===== src/rtl/button_conditioner.sv =====
// Multi-channel button conditioner: 2-flop synchroniser, tick-sampled debouncer, press/release pulses.
// Define BUTTON_COND_REPEAT_EN to compile in per-channel auto-repeat on o_repeat.
module button_conditioner #(
  parameter int N_CH        = 4,
  parameter int DIV_W       = 17,
  parameter int STABLE_N    = 3,
  parameter int REPEAT_DLY  = 32,
  parameter int REPEAT_RATE = 8
) (
  input  logic            i_clk,
  input  logic            i_rst,
  input  logic [N_CH-1:0] i_btn,
  output logic [N_CH-1:0] o_level,
  output logic [N_CH-1:0] o_press,
  output logic [N_CH-1:0] o_release,
  output logic [N_CH-1:0] o_repeat,
  output logic            o_tick
);

  localparam int CNT_W = $clog2(STABLE_N + 1);
  localparam logic [CNT_W-1:0] STABLE_C = CNT_W'(STABLE_N);

  if (N_CH < 1 || N_CH > 16 || DIV_W < 1 || DIV_W > 24 || STABLE_N < 1 || STABLE_N > 15 ||
      REPEAT_DLY < 1 || REPEAT_DLY > 255 || REPEAT_RATE < 1 || REPEAT_RATE > 255) begin : g_param_check
    $error("button_conditioner: parameter out of range");
  end

  // Saturates at STABLE_N so the count can never wrap.
  function automatic logic [CNT_W-1:0] sat_inc(input logic [CNT_W-1:0] v);
    return (v == STABLE_C) ? v : v + CNT_W'(1);
  endfunction

  logic [DIV_W-1:0] div_cnt;
  logic             tick;
  logic [N_CH-1:0]  sync_p0;
  logic [N_CH-1:0]  sync_p1;
  logic [CNT_W-1:0] cnt     [N_CH];
  logic [CNT_W-1:0] cnt_inc [N_CH];
  logic [N_CH-1:0]  flip;

  assign tick   = &div_cnt;
  assign o_tick = tick;

  always_comb begin
    cnt_inc = '{default: '0};
    flip    = '0;
    for (int i = 0; i < N_CH; i++) begin
      cnt_inc[i] = sat_inc(cnt[i]);
      flip[i]    = (sync_p1[i] != o_level[i]) && (cnt_inc[i] == STABLE_C);
    end
  end

  // Stage p0/p1: synchroniser; then tick-gated debounce count and level/edge registers.
  always_ff @(posedge i_clk or posedge i_rst) begin
    if (i_rst) begin
      div_cnt   <= '0;
      sync_p0   <= '0;
      sync_p1   <= '0;
      o_level   <= '0;
      o_press   <= '0;
      o_release <= '0;
      for (int i = 0; i < N_CH; i++) cnt[i] <= '0;
    end else begin
      div_cnt   <= div_cnt + DIV_W'(1);
      sync_p0   <= i_btn;
      sync_p1   <= sync_p0;
      o_press   <= tick ? (flip & ~o_level) : '0;
      o_release <= tick ? (flip & o_level) : '0;
      if (tick) begin
        o_level <= o_level ^ flip;
        for (int i = 0; i < N_CH; i++)
          cnt[i] <= ((sync_p1[i] == o_level[i]) || flip[i]) ? '0 : cnt_inc[i];
      end
    end
  end

`ifdef BUTTON_COND_REPEAT_EN
  localparam logic [7:0] DLY_C  = 8'(REPEAT_DLY);
  localparam logic [7:0] RATE_C = 8'(REPEAT_RATE);

  // hold counts ticks within the current phase: first up to REPEAT_DLY, then REPEAT_RATE.
  logic [7:0]      hold     [N_CH];
  logic [7:0]      hold_inc [N_CH];
  logic [N_CH-1:0] rep_phase;
  logic [N_CH-1:0] rep_hit;

  always_comb begin
    hold_inc = '{default: '0};
    rep_hit  = '0;
    for (int i = 0; i < N_CH; i++) begin
      hold_inc[i] = hold[i] + 8'd1;
      rep_hit[i]  = o_level[i] && !flip[i] && (hold_inc[i] == (rep_phase[i] ? RATE_C : DLY_C));
    end
  end

  always_ff @(posedge i_clk or posedge i_rst) begin
    if (i_rst) begin
      o_repeat  <= '0;
      rep_phase <= '0;
      for (int i = 0; i < N_CH; i++) hold[i] <= '0;
    end else begin
      o_repeat <= tick ? rep_hit : '0;
      if (tick) begin
        for (int i = 0; i < N_CH; i++) begin
          if (!o_level[i] || flip[i]) begin
            hold[i]      <= '0;
            rep_phase[i] <= 1'b0;
          end else if (rep_hit[i]) begin
            hold[i]      <= '0;
            rep_phase[i] <= 1'b1;
          end else begin
            hold[i]      <= hold_inc[i];
          end
        end
      end
    end
  end
`else
  assign o_repeat = '0;
`endif

endmodule


===== config.mk =====
export PLATFORM = sky130hd
export DESIGN_NAME = button_conditioner
export DESIGN_NICKNAME = d
export VERILOG_FILES = /design/src/rtl/button_conditioner.sv
export SDC_FILE = /design/constraint.sdc
export NUM_CORES = 1
export LEC_CHECK = 0
export ABC_AREA = 1
export CAP_MARGIN = 20
export CORE_ASPECT_RATIO = 1.75
export CORE_MARGIN = 2
export CORE_UTILIZATION = 55
export DETAILED_ROUTE_END_ITERATION = 10
export GPL_ROUTABILITY_DRIVEN = 0
export PLACE_DENSITY = 0.77
export SYNTH_ARGS = -nofsm -noshare
export SYNTH_HDL_FRONTEND = slang
export SYNTH_SLANG_ARGS = --single-unit

===== constraint.sdc =====
create_clock -name i_clk -period 3.9 [get_ports i_clk]
set_input_delay 0.39 -clock i_clk [delete_from_list [all_inputs] [get_ports i_clk]]
set_output_delay 0.39 -clock i_clk [all_outputs]
set_load 0.005 [all_outputs]

## Word level (Yosys, flattened, before mapping)

Index checks and enable logic that the tools add are counted.

| storage, ports and cells | value |
|---|---|
| flip-flop bits (word level) | 45 |

| cells by class | value |
|---|---|
| $add $sub $neg | 5 |
| bitwise gates (word level) | 4 |
| equal/unequal tests | 16 |
| reduce and logical (&&, ||, !) cells | 9 |
| mux-type cells | 10 |

Operators by type and width:

| kind | number |
|---|---|
| adder 17 x 1 -> 17 bit, second input constant | 1 |
| AND reduction 17 bit | 1 |
| == test 2 bit, second input constant | 8 |
| 2-to-1 mux 2 bit | 8 |
| adder 2 x 1 -> 2 bit, second input constant | 4 |
| AND 4 bit | 2 |
| 2-to-1 mux 4 bit | 2 |
| == test 1 bit | 4 |
| logical AND 1 bit | 4 |
| logical OR 1 bit | 4 |
| inequality test 1 bit | 4 |
| inverter 4 bit | 1 |
| bitwise XOR 4 bit | 1 |

## Longest topological paths before layout

| logic depth | value |
|---|---|
| depth after elaboration | 6 |
| mapped depth | 10 |
| mapped depth without buffers | 9 |

## Worst setup path after synthesis

Ideal clock, no wire load.

| path | value |
|---|---|
| path kind | register to register |
| start point | reg div_cnt[0] |
| end point | reg with a tool-made name |
| arrival time | 1.706 ns |
| buffers on the path | 1 |
| stages on the path, launching flop included | 11 |
| data required time | 3.774 ns |
| setup slack | 2.068 ns |
| library setup time | 0.126 ns |
| period minus slack after synthesis | 1.832 ns |
| cell sequence | dfrtp_1 ha_1 nand3_1 inv_1 nand3_1 nor3_1 ha_1 buf_2 nand2_1 nand2_1 o21ai_0 |

RTL lines:

| what | RTL line | text |
|---|---|---|
| from (decl) | 33 | `logic [DIV_W-1:0] div_cnt;` |
| from (signal assigned) | 64 | `div_cnt <= div_cnt + DIV_W'(1);` |

## Worst setup path in the final report

| path | value |
|---|---|
| start point | reg div_cnt[0] |
| end point | out o_tick |

| on the way | value |
|---|---|
| word-level cells in the longest chain between the ends | 1 |

RTL lines:

| what | RTL line | text |
|---|---|---|
| AND reduction 17 bit | 41 | `assign tick = &div_cnt;` |
| to (decl) | 17 | `output logic o_tick` |

No other way between the ends.

==> impl_metrics.toml <==
[logic_synthesis]
synth.avg_cell_area_um2 = 9.413
synthCells = 197
synth_area_mm2 = 0.001854
ys_seq_elements = 45
synth_cell_types = 18
seq_area_frac_synth_pct = 60.73
ys_warn_count = 0

[setup_path]
ff2ff_setup_slack_ns = 1.52
crit_type = "register to primary output"
crit_required_ns = 3.51
crit_arrival_ns = 2.76
reg2reg_from = "div_cnt[0]$_DFF_PP0_"
startpoint_type = "register"
reg2reg_depth = 8
crit_fanout = 21
crit_start = "div_cnt[0]$_DFF_PP0_"
crit_end = "o_tick"
end_kind = "primary output"

[pwr]
total_power_mw = 0.8251
irDropWorstVdd_v = 0.0003825
power_leakage_nw = 0.9915
pwr_density_cell_mw_per_mm2 = 379.9

[sta]
timing.fmax_mhz = 317.0
slew_headroom_pct = 58.68
skew_ns = 0.006755
finalHoldViolCount = 0
rsz0062_at_grt = "false"
setup_tns_ns = 0
tightest_slew_ns = 0.6198
slew_viol_final = 0
setup_violations = 0
period_minus_slack_ns = 3.155
finalCritPeriodShare_pct = 80.89

[clock_network]
clk_pin_slew_ns = 0.08
cts_made_buffers = 5
h-tree-depth = 2
cts-root-buf = "clkbuf_8"
cts_setup_buffers = 0
cts_tree = "yes"
post_cts_resized = 0
cts_hold_buf = 0
cts_sinks = 45
clock_latency_ns = 0.30
cts_buffer_depth = 2

[flow_run]
maxCapViolations = 0

[floorplanning]
ios = 23
num_rows = 27
die_x_um = 47.89
fp.dieH_um = 80.81
die-area_mm2 = 0.003870
coreArea_mm2 = 0.003176
initial_core_util_pct = 58.39

[cells_and_area]
final_util_pct = 68.40
areaGrowthSynthToFinish_pct = 17.14
antennaDiodeCount = 0
nNetsFinal = 229
drive_gt1_share_pct = 6.364

[routing]
drc = 0
drt-pass1-iter-count = 4
drt-total-wl_um = 3323
drt_iter0_drc = 19
routed_via_density = 5.057
wire_per_inst_um = 12.63
via_count = 1330
final_antenna_net_count = 0

[global_route]
first_global_vias = 1384
antenna_found_initial = 0
grtUsageMet2_pct = 35.87
globalRouteMet1Util_pct = 21.15
grt_pass1_wl_um = 5575
gr-max-usage-layer = "met2"
globalRouteMet3Util_pct = 5.111
grt_max_degree = 46
grtUsageTotal_pct = 20.90
grt_remaining_overflow = 0

[place]
numPortBuffers = 18
dp_hpwl_um = 2559

[status]
status = "finished clean"

[worst_hold_path]
hold_path_class = "register to register"
==> worst max-delay path: stages, from the launching register on <==
cell             delay (ns)
dfrtp_1                0.42
ha_1                   0.22
nand3_1                0.15
inv_1                  0.14
nand3_1                0.10
nor3_1                 0.22
ha_1                   0.61
clkdlybuf4s50_1        0.62
==> logic make-up after synthesis <==
family	after synthesis	share of synthesized area, %
adders and majority gates	3	2.025
DFF	45	60.73
and+or+nand+nor	94	22.40
other	1	0.2022
buffers and inverters	33	7.557
AOI/OAI and AO/OA	14	3.779
xor gates and xnor gates	7	3.306
==> worst min-delay path by stage <==
stage | start | end | slack [ns] | depth (start not counted)
final | sync_p0[1]$_DFF_PP0_ | sync_p1[1]$_DFF_PP0_ | 0.35 | 0
after global placement | sync_p0[1]$_DFF_PP0_ | sync_p1[1]$_DFF_PP0_ | 0.33 | 0
after CTS | sync_p0[1]$_DFF_PP0_ | sync_p1[1]$_DFF_PP0_ | 0.36 | 0
after floorplan | sync_p0[0]$_DFF_PP0_ | sync_p1[0]$_DFF_PP0_ | 0.33 | 0
after global routing | sync_p0[3]$_DFF_PP0_ | sync_p1[3]$_DFF_PP0_ | 0.36 | 0
after detailed placement | sync_p0[1]$_DFF_PP0_ | sync_p1[1]$_DFF_PP0_ | 0.34 | 0
==> report_power, final <==
group	switching (mW)	internal (mW)
logic	0.0132	0.00644
registers	0.00150	0.470
clock network	0.148	0.186
total	0.162	0.663
==> sequential cells by signal, indices dropped and copies added (netlist names), named ones only <==
signal	count
cnt	8
div_cnt	17
o_press	4
o_release	4
sync_p0	4
sync_p1	4
==> cell type report <==
cell class / count / area [um2]
flip-flops and latches: 45 / 1126
clock buffers: 5 / 68.82
repair buffers: 19 / 187.7
clock inverters: 2 / 35.03
fillers: 256 / 1003
well taps: 43 / 53.80
multi-input cells: 122 / 599.3
inverters: 27 / 101.3
==> cells in the mapped netlist, drive strengths merged <==
master / n / area share, %
nand3: 8 / 2.2
xor2: 3 / 1.4
inv: 27 / 5.5
o21ai: 14 / 3.8
nand2: 49 / 10
dfrtp: 45 / 61
clkbuf: 1 / 0.20
nor3: 4 / 1.1
xnor2: 4 / 1.9
nor2: 20 / 4.5
buf: 5 / 1.9
ha: 3 / 2.0
conb: 1 / 0.20
nand4: 13 / 4.4
==> metrics by stage <==
step / hold slack [ns] / area (um2) / setup WS [ns] / std cells
after global routing: 0.3638 / 2172 / 0.5664 / 263
after floorplan: 0.3312 / 1866 / 2.068 / 200
after global placement: 0.3339 / 2068 / 1.252 / 256
after detailed placement: 0.3362 / 2068 / 1.108 / 256
after CTS: 0.3550 / 2172 / 0.7712 / 263
final: 0.3525 / 2172 / 0.7455 / 263
==> cell usage in the layout (no fill, tap or decap), drive strengths merged <==
master	netlist	final
bufinv	0	1
xor2	3	3
nor2	20	20
clkinv	0	2
dfrtp	45	45
xnor2	4	4
nand3	8	8
nand2	49	49
nand4	13	13
ha	3	3
clkdlybuf4s50	0	18
clkbuf	1	5
o21ai	14	14
buf	5	1
conb	1	4
nor3	4	4
inv	27	26
==> layer usage <==
layer	routed length [um]	up-vias
li1	-	661
met1	1181	637
met2	1943	22
met4	101	0
met3	96	10
met5	0	-
(Power assumes the default switching activity.)
